[config.mk]
export PLATFORM = sky130hd
export DESIGN_NAME = gap_motion_7_flat
export DESIGN_NICKNAME = d
export VERILOG_FILES = /design/src/rtl/gap_motion_7_if.sv /design/src/rtl/gap_motion_7.sv /design/src/flat_wrapper.sv
export SDC_FILE = /design/constraint.sdc
export NUM_CORES = 1
export LEC_CHECK = 0
export CAP_MARGIN = 20
export CORE_AREA = 2 2 69 71
export DETAILED_ROUTE_END_ITERATION = 10
export DIE_AREA = 0 0 71 73
export PLACE_DENSITY_LB_ADDON = 0.12
export SYNTH_ARGS = -nofsm -noshare
export SYNTH_HDL_FRONTEND = slang
export SYNTH_SLANG_ARGS = --single-unit
[constraint.sdc]
create_clock -name clk -period 6.2 [get_ports clk]
set_input_delay 1.55 -clock clk [delete_from_list [all_inputs] [get_ports clk]]
set_output_delay 1.55 -clock clk [all_outputs]
set_load 0.01 [all_outputs]
[src/rtl/gap_motion_7_if.sv]
// Handshake/control bundle for the line-7 gap motion generator.
// master: frame, start, load, run, sw. slave: gap_x, direction, bounce, count.
interface gap_motion_7_if;
  logic        frame;
  logic        start_machine;
  logic        load_counter;
  logic        run;
  logic [6:2]  sw;
  logic [15:0] gap_x;
  logic        moving_right;
  logic        bounce;
  logic [7:0]  bounce_count;

  modport master (
    output frame, start_machine, load_counter, run, sw,
    input  gap_x, moving_right, bounce, bounce_count
  );

  modport slave (
    input  frame, start_machine, load_counter, run, sw,
    output gap_x, moving_right, bounce, bounce_count
  );
endinterface

[src/rtl/gap_motion_7.sv]
// Ping-pong gap mover for the line-7 bar: steps gap_x once per frame strobe.
// Ports: clk, reset (sync, active-high), bus (slave side of gap_motion_7_if).
module gap_motion_7 #(
  parameter logic [15:0] START_X = 16'd250,
  parameter logic [15:0] L_LIMIT = 16'd26,
  parameter logic [15:0] R_EDGE  = 16'd622
) (
  input  logic          clk,
  input  logic          reset,
  gap_motion_7_if.slave bus
);

  typedef enum logic [1:0] {
    S_IDLE  = 2'd0,
    S_RIGHT = 2'd1,
    S_LEFT  = 2'd2
  } state_t;

  state_t      r_state;
  state_t      w_state_nxt;
  logic [15:0] r_gap_x;
  logic [15:0] w_gap_nxt;
  logic        r_bounce;
  logic        w_bounce_nxt;
  logic [7:0]  r_cnt;
  logic [15:0] w_len;
  logic [15:0] w_step;
  logic [15:0] w_rmax;
  logic [15:0] w_sum;

  assign w_len  = {8'd0, bus.sw[6:4], 5'd0};
  assign w_step = {14'd0, bus.sw[3:2]} + 16'd1;
  assign w_rmax = R_EDGE - w_len;
  assign w_sum  = r_gap_x + w_step;

  // The >= test also catches a gap already past a bound that
  // shrank because the length grew mid-move.
  always_comb begin
    w_state_nxt  = r_state;
    w_gap_nxt    = r_gap_x;
    w_bounce_nxt = 1'b0;
    if (bus.frame && bus.run) begin
      case (r_state)
        S_IDLE: begin
          if (bus.start_machine)
            w_state_nxt = S_RIGHT;
        end
        S_RIGHT: begin
          if (w_sum >= w_rmax) begin
            w_gap_nxt    = w_rmax;
            w_state_nxt  = S_LEFT;
            w_bounce_nxt = 1'b1;
          end else begin
            w_gap_nxt = w_sum;
          end
        end
        S_LEFT: begin
          if (r_gap_x < L_LIMIT + w_step) begin
            w_gap_nxt    = L_LIMIT;
            w_state_nxt  = S_RIGHT;
            w_bounce_nxt = 1'b1;
          end else begin
            w_gap_nxt = r_gap_x - w_step;
          end
        end
        default: w_state_nxt = S_IDLE;
      endcase
    end
  end

  always_ff @(posedge clk) begin
    if (reset || bus.load_counter) begin
      r_state  <= S_IDLE;
      r_gap_x  <= START_X;
      r_bounce <= 1'b0;
      r_cnt    <= 8'd0;
    end else begin
      r_state  <= w_state_nxt;
      r_gap_x  <= w_gap_nxt;
      r_bounce <= w_bounce_nxt;
      // Count trails the pulse by one cycle.
      if (r_bounce && r_cnt != 8'hFF)
        r_cnt <= r_cnt + 8'd1;
    end
  end

  assign bus.gap_x        = r_gap_x;
  assign bus.moving_right = (r_state != S_LEFT);
  assign bus.bounce       = r_bounce;
  assign bus.bounce_count = r_cnt;

endmodule

[src/flat_wrapper.sv]
// flat-port wrapper written by rule: the top's interface ports become plain ports
module gap_motion_7_flat 
#(
  parameter logic [15:0] START_X = 16'd250,
  parameter logic [15:0] L_LIMIT = 16'd26,
  parameter logic [15:0] R_EDGE  = 16'd622
)
  (clk, reset, bus_frame, bus_start_machine, bus_load_counter, bus_run, bus_sw, bus_gap_x, bus_moving_right, bus_bounce, bus_bounce_count);
  gap_motion_7_if bus_i ();
  input  logic clk;
  input  logic reset;
  input wire logic [$bits(bus_i.frame)-1:0] bus_frame;
  input wire logic [$bits(bus_i.start_machine)-1:0] bus_start_machine;
  input wire logic [$bits(bus_i.load_counter)-1:0] bus_load_counter;
  input wire logic [$bits(bus_i.run)-1:0] bus_run;
  input wire logic [$bits(bus_i.sw)-1:0] bus_sw;
  output wire logic [$bits(bus_i.gap_x)-1:0] bus_gap_x;
  output wire logic [$bits(bus_i.moving_right)-1:0] bus_moving_right;
  output wire logic [$bits(bus_i.bounce)-1:0] bus_bounce;
  output wire logic [$bits(bus_i.bounce_count)-1:0] bus_bounce_count;
  assign bus_i.frame = bus_frame;
  assign bus_i.start_machine = bus_start_machine;
  assign bus_i.load_counter = bus_load_counter;
  assign bus_i.run = bus_run;
  assign bus_i.sw = bus_sw;
  assign bus_gap_x = bus_i.gap_x;
  assign bus_moving_right = bus_i.moving_right;
  assign bus_bounce = bus_i.bounce;
  assign bus_bounce_count = bus_i.bounce_count;
  gap_motion_7 #(.START_X(START_X), .L_LIMIT(L_LIMIT), .R_EDGE(R_EDGE)) u_core (.clk(clk), .reset(reset), .bus(bus_i));
endmodule
# ---- Word level (Yosys, flattened, before mapping)
# Index checks and enable logic that the tools add are counted.
dict set report classes {
  add_sub_neg 6
  magnitude_cmp 2
  eq_ne 7
  n_mux 10
  bitwise_logic 1
  reduce_logical 8
}
# op n
set ops {}
lappend ops {{$mux 16} 2}
lappend ops {{$pmux 16 s2} 1}
lappend ops {{$add 16x16->16} 1}
lappend ops {{$add 5x16->16 const A} 1}
lappend ops {{$ge 16x16->1} 1}
lappend ops {{$lt 16x16->1} 1}
lappend ops {{$sub 16x16->16} 1}
lappend ops {{$sub 10x8->11 const A} 1}
lappend ops {{$add 8x1->8 const B} 1}
lappend ops {{$ne 8x8->1 const B} 1}
lappend ops {{$mux 2} 3}
lappend ops {{$pmux 2 s3} 1}
lappend ops {{$ne 2x1->1 const B} 2}
lappend ops {{$ne 2x2->1 const B} 2}
lappend ops {{$reduce_and 4->1} 1}
lappend ops {{$add 2x1->3 const B} 1}
lappend ops {{$eq 2x1->1 const B} 1}
lappend ops {{$eq 2x2->1 const B} 1}
lappend ops {{$logic_and 1x1->1} 2}
lappend ops {{$logic_not 2->1} 1}
lappend ops {{$mux 1} 2}
lappend ops {{$pmux 1 s2} 1}
lappend ops {{$reduce_and 2->1} 1}
lappend ops {{$reduce_bool 2->1} 1}
lappend ops {{3 further kinds} 3}
dict set report totals {
  reg_bits 27
  in_bits 11
  output_inout_bits 26
  wordCells 38
}

# ---- Logic depth before layout (Yosys ltp)
# Gate-level depths: netlist of run 1.
dict set report logic_depth {
  ltp_word 5
  depth_mapped 18
}

# ---- Worst setup path before layout of run 1
# No wires, ideal clock.
dict set report synth_path {
  path_type {in2reg}
  from {in bus_sw[0]}
  to {reg u_core.r_gap_x[2], in the netlist u_core.bus.gap_x[2]}
  setup_ns 0.119
  arrival_ns 4.974
  path_slack_ns 1.107
  cell_stages 17
  n_path_buf 2
  cell_sequence {inv_1 > ha_1 > ha_1 > and3b_1 > or3_1 > buf_6 > nand3_1 > xnor2_1 > ha_1 > a21o_1 > a21o_1 > a221oi_1 > o21ai_0 > nor4_4 > buf_6 > a21oi_1 > o221a_2}
}
dict set report synth_between {
  elab_chain_cells 5
  word_cells_on_any_way 9
  cone_classes {add/sub: 4; order compare: 2; mux: 3}
}
# item line_no
set synth_lines {}
lappend synth_lines {{from (decl)} flat_wrapper.sv:16} ;# input wire logic [$bits(bus_i.sw)-1:0] bus_sw;
lappend synth_lines {{$add 2x1->3 (*)} gap_motion_7.sv:32} ;# assign w_step = {14'd0, bus.sw[3:2]} + 16'd1;
lappend synth_lines {{$add 5x16->16 or $add 16x16->16 (tied branches)} {gap_motion_7.sv:58, gap_motion_7.sv:34}}
lappend synth_lines {{$lt 16x16->1 or $ge 16x16->1 (tied branches)} {gap_motion_7.sv:58, gap_motion_7.sv:49}}
lappend synth_lines {{$mux 16 (on tied branches)} {gap_motion_7.sv:58, gap_motion_7.sv:49}}
lappend synth_lines {{$pmux 16 s2 (*)} gap_motion_7.sv:43} ;# case (r_state)
lappend synth_lines {{to (signal assigned)} gap_motion_7.sv:79} ;# r_gap_x <= w_gap_nxt;
lappend synth_lines {{to (decl)} gap_motion_7.sv:21} ;# logic [15:0] r_gap_x;
# Every way passes the cells marked *; elsewhere a longest branch is shown, timed or not.
# A chain may end at the register's enable or synchronous reset.

# ---- Worst setup path after layout of run 1
dict set report layout_path {
  from {in bus_sw[0]}
  to {reg u_core.r_gap_x[6], in the netlist u_core.bus.gap_x[6]}
}
# The elaborated chain is that of the path after synthesis.

==> results.md, run 1 <==
* Status: complete, no violations
* Final hold viol count at 0
* Clock sinks at 27
* Total Routing Usage GR at 0.242
* FFs w/ async S/R, synth at 0
* Setup CP Type: in -> reg
* Grt total ovfl at 0
* Ports at 37
* Area added between synthesis and finish at 17.2%
* Initial antenna violation count at 0
* CTS tree: yes
* Initial Util at 0.526
* Clk pin slew, worst setup/hold paths at 0.10 ns
* Mux cell area share after synthesis at 0.0220
* CTS Hold Bufs at 0
* Synth Area in Adders at 0.130
* Post-placement cell count at 370
* R2r setup slk at 2.31 ns
* Worst R2R Start: u_core.bus.gap_x[2]$_SDFFE_PP0P_
* Post-synthesis sequential area ratio at 0.226
* Clock Tree Buf Depth at 2
* Core ar. at 4540 um^2
* Slew Limit Headroom at 0.473
* # nets final at 355
* Post-synthesis cell count at 295
* Max FO, Critical Path at 13
* CP startpoint kind: primary input
* Vias in the first global route at 2113
* Total number of vias at 2331
* FF-to-FF End: u_core.bus.gap_x[6]$_SDFFE_PP1P_
* Drt drc at 0
* Share of layout cells above drive strength 1 at 0.0906
* WL/cell at 16.1 um
* CP endpoint kind: flip-flop
* DIE WIDTH at 71 um
* Post-synth top flop: dfxtp_1
* Skew final at 0.00394 ns
* Critical path data required time at 6.37 ns
* Crit path DAT at 5.69 ns
* Num CTS Buffers at 3
* Htree depth at 1
* Most frequent cells in the layout: clkdlybuf4s50_1, dfxtp_1, nor2_1
* Post-CTS setup buffer count at 0
* Minimum clock period at 5.51 ns
* Worst-Margin Slew at 0.787 ns
* Number of distinct library cells after synthesis at 68
* Cell area after synthesis at 2390 um^2
* Diode count at 0
* WHS Path Cells at 2
* Commonest non-fill, non-tap cell in the layout: clkdlybuf4s50_1
* FMAX at 181 MHz
* Worst vdd rail ir drop at 124 uV
* Main combinational cell family by area after synthesis: compound AO/OA/AOI/OAI gates
* Fill cells at 399
* Largest net degree at the start of global routing at 22
* WHS Endpoint: u_core.r_state[0]$_SDFFE_PP0P_
* CTS resizes at 0
* Syn_nets at 329
* CTS root buf: clkbuf_8
* Synth warn at 0
* Max-cap violations at 0
* Pwr Density at 126 nW/um^2
* Non-filler instance count after layout at 374
* RePlAce Congestion at 0.897
* First-pass GRT wire length at 10200 um
* Fin crit share at 0.889
* Reg2Reg Depth at 14
* RSZ-0062 raised after global routing: false
* Clock Latency Late Sink at 0.28 ns
* Post-DRT Antenna Nets at 0
* Compound-Gate Fraction of Synth Area at 0.244
* Final setup vio count at 0
* # port buffers at 36
* Hold Crit Class: reg -> reg
* Syn avg cell area at 8.09 um^2
* Via-to-Cell Ratio at 6.23
* Row Count at 25
* Post-synthesis xor/xnor area fraction at 0.0655
* Dpl hpwl at 4520 um
* Die Span Y at 73 um
* Post-Route Setup TNS at 0 ns
* Number of synthesized register bits at 27
* DR pass1 iterations at 5
* DR iter-0 viols at 125
* Post-synth EDFFs at 0
* Static leakage at 1.07 nW
* DIE AREA at 5180 um^2
* Min-delay src: u_core.r_state[0]$_SDFFE_PP0P_
* Routed WL at 6040 um
* Post-Synth Simple-Gate Area at 0.237
* Slew Viols, Final at 0
## Yosys cell counts (all sizes together) (5+ instances only)
cell    number  area share
dfxtp       27        0.23
nor2        23       0.036
inv         21       0.033
a21oi       20       0.044
ha          20        0.10
o21ai       18       0.038
nand2       15       0.024
nand3       15       0.031
clkbuf      14       0.022
xnor2       10       0.040
nor4         9       0.035
and3         7       0.019
nand4        7       0.018
xor2         7       0.026
a31oi        6       0.016
buf          5       0.018
nor3         5       0.010
## registers in the layout, summed over array words and instances (netlist names)
register                 cells
u_core.bus.gap_x            16
u_core.r_state               2
u_core.bus.bounce            1
u_core.bus.bounce_count      8
## worst max path at each step
stage	startpoint	endpoint	slack, ns
CTS	bus_sw[0]	u_core.bus.gap_x[6]$_SDFFE_PP1P_	0.73
finish	bus_sw[0]	u_core.bus.gap_x[6]$_SDFFE_PP1P_	0.69
detailed placement	bus_sw[0]	u_core.bus.gap_x[6]$_SDFFE_PP1P_	0.44
global placement	bus_sw[0]	u_core.bus.gap_x[9]$_SDFFE_PP0P_	0.52
floorplan	bus_sw[0]	u_core.bus.gap_x[2]$_SDFFE_PP0P_	1.11
global route	bus_sw[0]	u_core.bus.gap_x[9]$_SDFFE_PP0P_	0.33
## critical path, cell delays in order
cell and delay [ns]:
clkdlybuf4s50_1 0.48, ha_1 0.22, inv_1 0.06, ha_1 0.44
and3b_1 0.25, or3_1 0.38, nand3_1 0.11, xnor2_1 0.15
ha_1 0.29, a21o_1 0.18, a21o_1 0.17, a221oi_1 0.29
o21ai_0 0.30, nor4_4 0.20, buf_4 0.23, mux2i_1 0.09
a211o_1 0.29
## through the flow
step | power, mW | cell area, um^2 | util | setup slack (ns) | hold slack (ns)
6_report | 0.353 | 2800 | 0.617 | 0.686 | 0.488
5_1_grt | 0.370 | 2800 | 0.617 | 0.332 | 0.527
4_1_cts | 0.354 | 2800 | 0.617 | 0.733 | 0.495
3_5_place_dp | 0.250 | 2750 | 0.606 | 0.439 | 0.480
3_3_place_gp | 0.249 | 2750 | 0.606 | 0.519 | 0.479
2_1_floorplan | 0.231 | 2390 | - | 1.11 | 0.452
## layout make-up
class	instances	area, um^2	area share
flip-flops and latches	27	541	0.193
inverters	22	82.6	0.0295
clock inverters	1	7.51	0.00268
well taps	54	67.6	0.0242
clock buffers	3	41.3	0.0148
repair buffers	40	390	0.140
multi-input cells	227	1670	0.596
## cells by family (layout without fill, tap and decap cells)
family	Yosys count	after routing
AND/OR/NAND/NOR	101	101
AO/OA/AOI/OAI	82	82
buffers and inverters	41	66
flip-flops	27	27
adder cells (fa/ha/maj)	23	23
XOR/XNOR	17	17
multiplexers	4	4
## metal layers
| layer | GRT usage | vias up | wire length (um) |
|---|---|---|---|
| met4 | 0.0860 | 0 | 124 |
| met3 | 0.0345 | 14 | 369 |
| met5 | 0 | - | 0 |
| met1 | 0.324 | 1093 | 2790 |
| met2 | 0.398 | 81 | 2750 |
| li1 | - | 1143 | - |
## where the power goes
part / internal [mW] / leakage, nW / switching (mW) / total (mW)
clock: 0.0457 / 0.0217 / 0.0608 / 0.106
sequential: 0.174 / 0.218 / 0.000712 / 0.174
combinational: 0.0319 / 0.827 / 0.0403 / 0.0722
Power figures use the tool's default switching activity.
==> run 2, diff against run 1 <==
--- a/config.mk
+++ b/config.mk
@@ -5,8 +5,8 @@
 export SDC_FILE = /design/constraint.sdc
 export NUM_CORES = 1
 export LEC_CHECK = 0
-export CAP_MARGIN = 20
 export CORE_AREA = 2 2 69 71
+export CTS_CLUSTER_DIAMETER = 50
 export DETAILED_ROUTE_END_ITERATION = 10
 export DIE_AREA = 0 0 71 73
 export PLACE_DENSITY_LB_ADDON = 0.12
==> constraint.sdc (replaced) <==
create_clock -name clk -period 5.4 [get_ports clk]
set_input_delay 1.35 -clock clk [delete_from_list [all_inputs] [get_ports clk]]
set_output_delay 1.35 -clock clk [all_outputs]
set_load 0.01 [all_outputs]
==> run 2 against run 1 <==
Net effect: sequential share of layout area fell by 0.41 points; combinational power rose by 24%; largest power group unchanged; critical path depth did not move; register-to-register slack got worse by 0.63 ns; wire length rose by 4.2%; final cell count rose by 2.1%; sequential power rose by 15%.
==> results.md, run 2 (same netlist as run 1, synthesis figures left out) <==
* Status: complete, no violations
* Minimum clock period at 5.12 ns
* Max FFs per register at 16
* Vias in the first global route at 2152
* Clk pin slew, worst setup/hold paths at 0.10 ns
* Worst vdd rail ir drop at 120 uV
* Setup CP Type: in -> reg
* Max-cap violations at 0
* Skew final at 0.00737 ns
* # nets final at 363
* Logic pwr share at 0.218
* Most frequent cells in the layout: clkdlybuf4s50_1, dfxtp_1, nor2_1
* Final hold viol count at 0
* Grt total ovfl at 0
* Max FO, Critical Path at 13
* FMAX at 195 MHz
* Met1 Use GR at 0.346
* DR iter-0 viols at 218
* Core ar. at 4540 um^2
* Fin crit share at 0.949
* Share of layout cells above drive strength 1 at 0.113
* Post-DRT Antenna Nets at 0
* CP startpoint kind: primary input
* Hold Crit Class: reg -> reg
* DIE AREA at 5180 um^2
* Die Span Y at 73 um
* Total number of vias at 2341
* Via-to-Cell Ratio at 6.13
* WL/cell at 16.5 um
* Non-filler instance count after layout at 382
* Row Count at 25
* RePlAce Congestion at 0.891
* Critical path data required time at 5.58 ns
* Dpl hpwl at 4700 um
* P_int at 293 uW
* # port buffers at 36
* Commonest non-fill, non-tap cell in the layout: clkdlybuf4s50_1
* Clock Latency Late Sink at 0.28 ns
* Post-CTS setup buffer count at 0
* Worst-Margin Slew at 0.841 ns
* Drt drc at 0
* Crit path DAT at 5.30 ns
* Sw Ratio at 0.286
* Overall power at 411 uW
* CTS root buf: clkbuf_8
* Gr busiest metal: met2
* Dpl ws at -0.0876 ns
* Grt met3 use at 0.0235
* Initial antenna violation count at 0
* Fill cells at 400
* Post-placement cell count at 378
* DIE WIDTH at 71 um
* Final setup vio count at 0
* Routed WL at 6290 um
* Area added between synthesis and finish at 19.7%
* Pwr Density at 144 nW/um^2
* First-pass GRT wire length at 10400 um
* Num CTS Buffers at 3
* Largest net degree at the start of global routing at 22
* Final core occ at 0.630
* Clock Power Share at 0.295
* Clock Tree Buf Depth at 2
* Htree depth at 1
* Met2 Usage GRT at 0.424
* PnR worst setup slack at 0.276 ns
* Ports at 37
* Slew Limit Headroom at 0.437
* Initial Util at 0.526
* Total Routing Usage GR at 0.248
* Static leakage at 1.11 nW
* Sequential Power Share at 0.488
* WHS at 0.495 ns
* DR pass1 iterations at 4
* CP endpoint kind: flip-flop
* Diode count at 0
* NetSw at 118 uW
* Slew Viols, Final at 0
* CTS tree: yes
* Clock sinks at 27
==> run 2: changes by cell type in the layout (fill, tap and decap cells not counted), sizes merged <==
| cell | change |
|---|---|
| clkbuf | +1 |
| buf | +8 |
| clkinvlp | -1 |
==> run 2: cell type report <==
cell class	count	area, um^2	share of cell area
Sequential cell	27	541	0.189
Tap cell	54	67.6	0.0236
Multi-Input combinational cell	227	1670	0.585
Clock buffer	4	45.0	0.0158
Inverter	22	82.6	0.0289
Timing Repair Buffer	48	450	0.158
==> run 2: worst paths after layout <==
path	slack, ns	end	cells past startpoint	startpoint
max	0.28	u_core.bus.gap_x[6]$_SDFFE_PP1P_	17	bus_sw[0]
min	0.50	u_core.r_state[0]$_SDFFE_PP0P_	2	u_core.r_state[0]$_SDFFE_PP0P_
max reg2reg	1.68	u_core.bus.gap_x[6]$_SDFFE_PP1P_	13	u_core.bus.gap_x[1]$_SDFFE_PP1P_
min reg2reg	0.50	u_core.r_state[0]$_SDFFE_PP0P_	2	u_core.r_state[0]$_SDFFE_PP0P_
==> run 2: what timing repair did <==
action                     4_1_cts  5_1_grt
gates resized for setup          0        3
hold buffers                     0        0
setup endpoints to repair        0        4
==> run 2: stage by stage <==
step | cell area (um^2) | TNS (ns)
finish | 2860 | 0
global route | 2860 | -0.0166
CTS | 2850 | 0
detailed placement | 2810 | -0.242
global placement | 2810 | 0
floorplan | 2390 | 0
==> run 2: critical path, stage by stage <==
cell             delay, ns
clkdlybuf4s50_1       0.48
inv_1                 0.06
ha_1                  0.34
ha_1                  0.30
and3b_1               0.18
or3_1                 0.36
nand3_1               0.11
xnor2_1               0.16
ha_1                  0.29
a21o_1                0.18
a21o_1                0.17
a221oi_1              0.37
o21ai_2               0.17
nor4_4                0.16
buf_4                 0.24
mux2i_1               0.10
a211o_1               0.29
==> run 2: power groups by stage <==
stage	Sequential (mW)	Clock (mW)	Combinational, mW
finish	0.200	0.121	0.0895
global route	0.200	0.126	0.0986
floorplan	0.205	0	0.0601
CTS	0.200	0.120	0.0880
detailed placement	0.205	0	0.0876
global placement	0.205	0	0.0862
==> run 2: routing by layer <==
metal	vias to the layer above	wire length, um
li1	1157	-
met1	1099	2850
met2	79	2960
met3	6	420
met4	0	53
met5	-	0
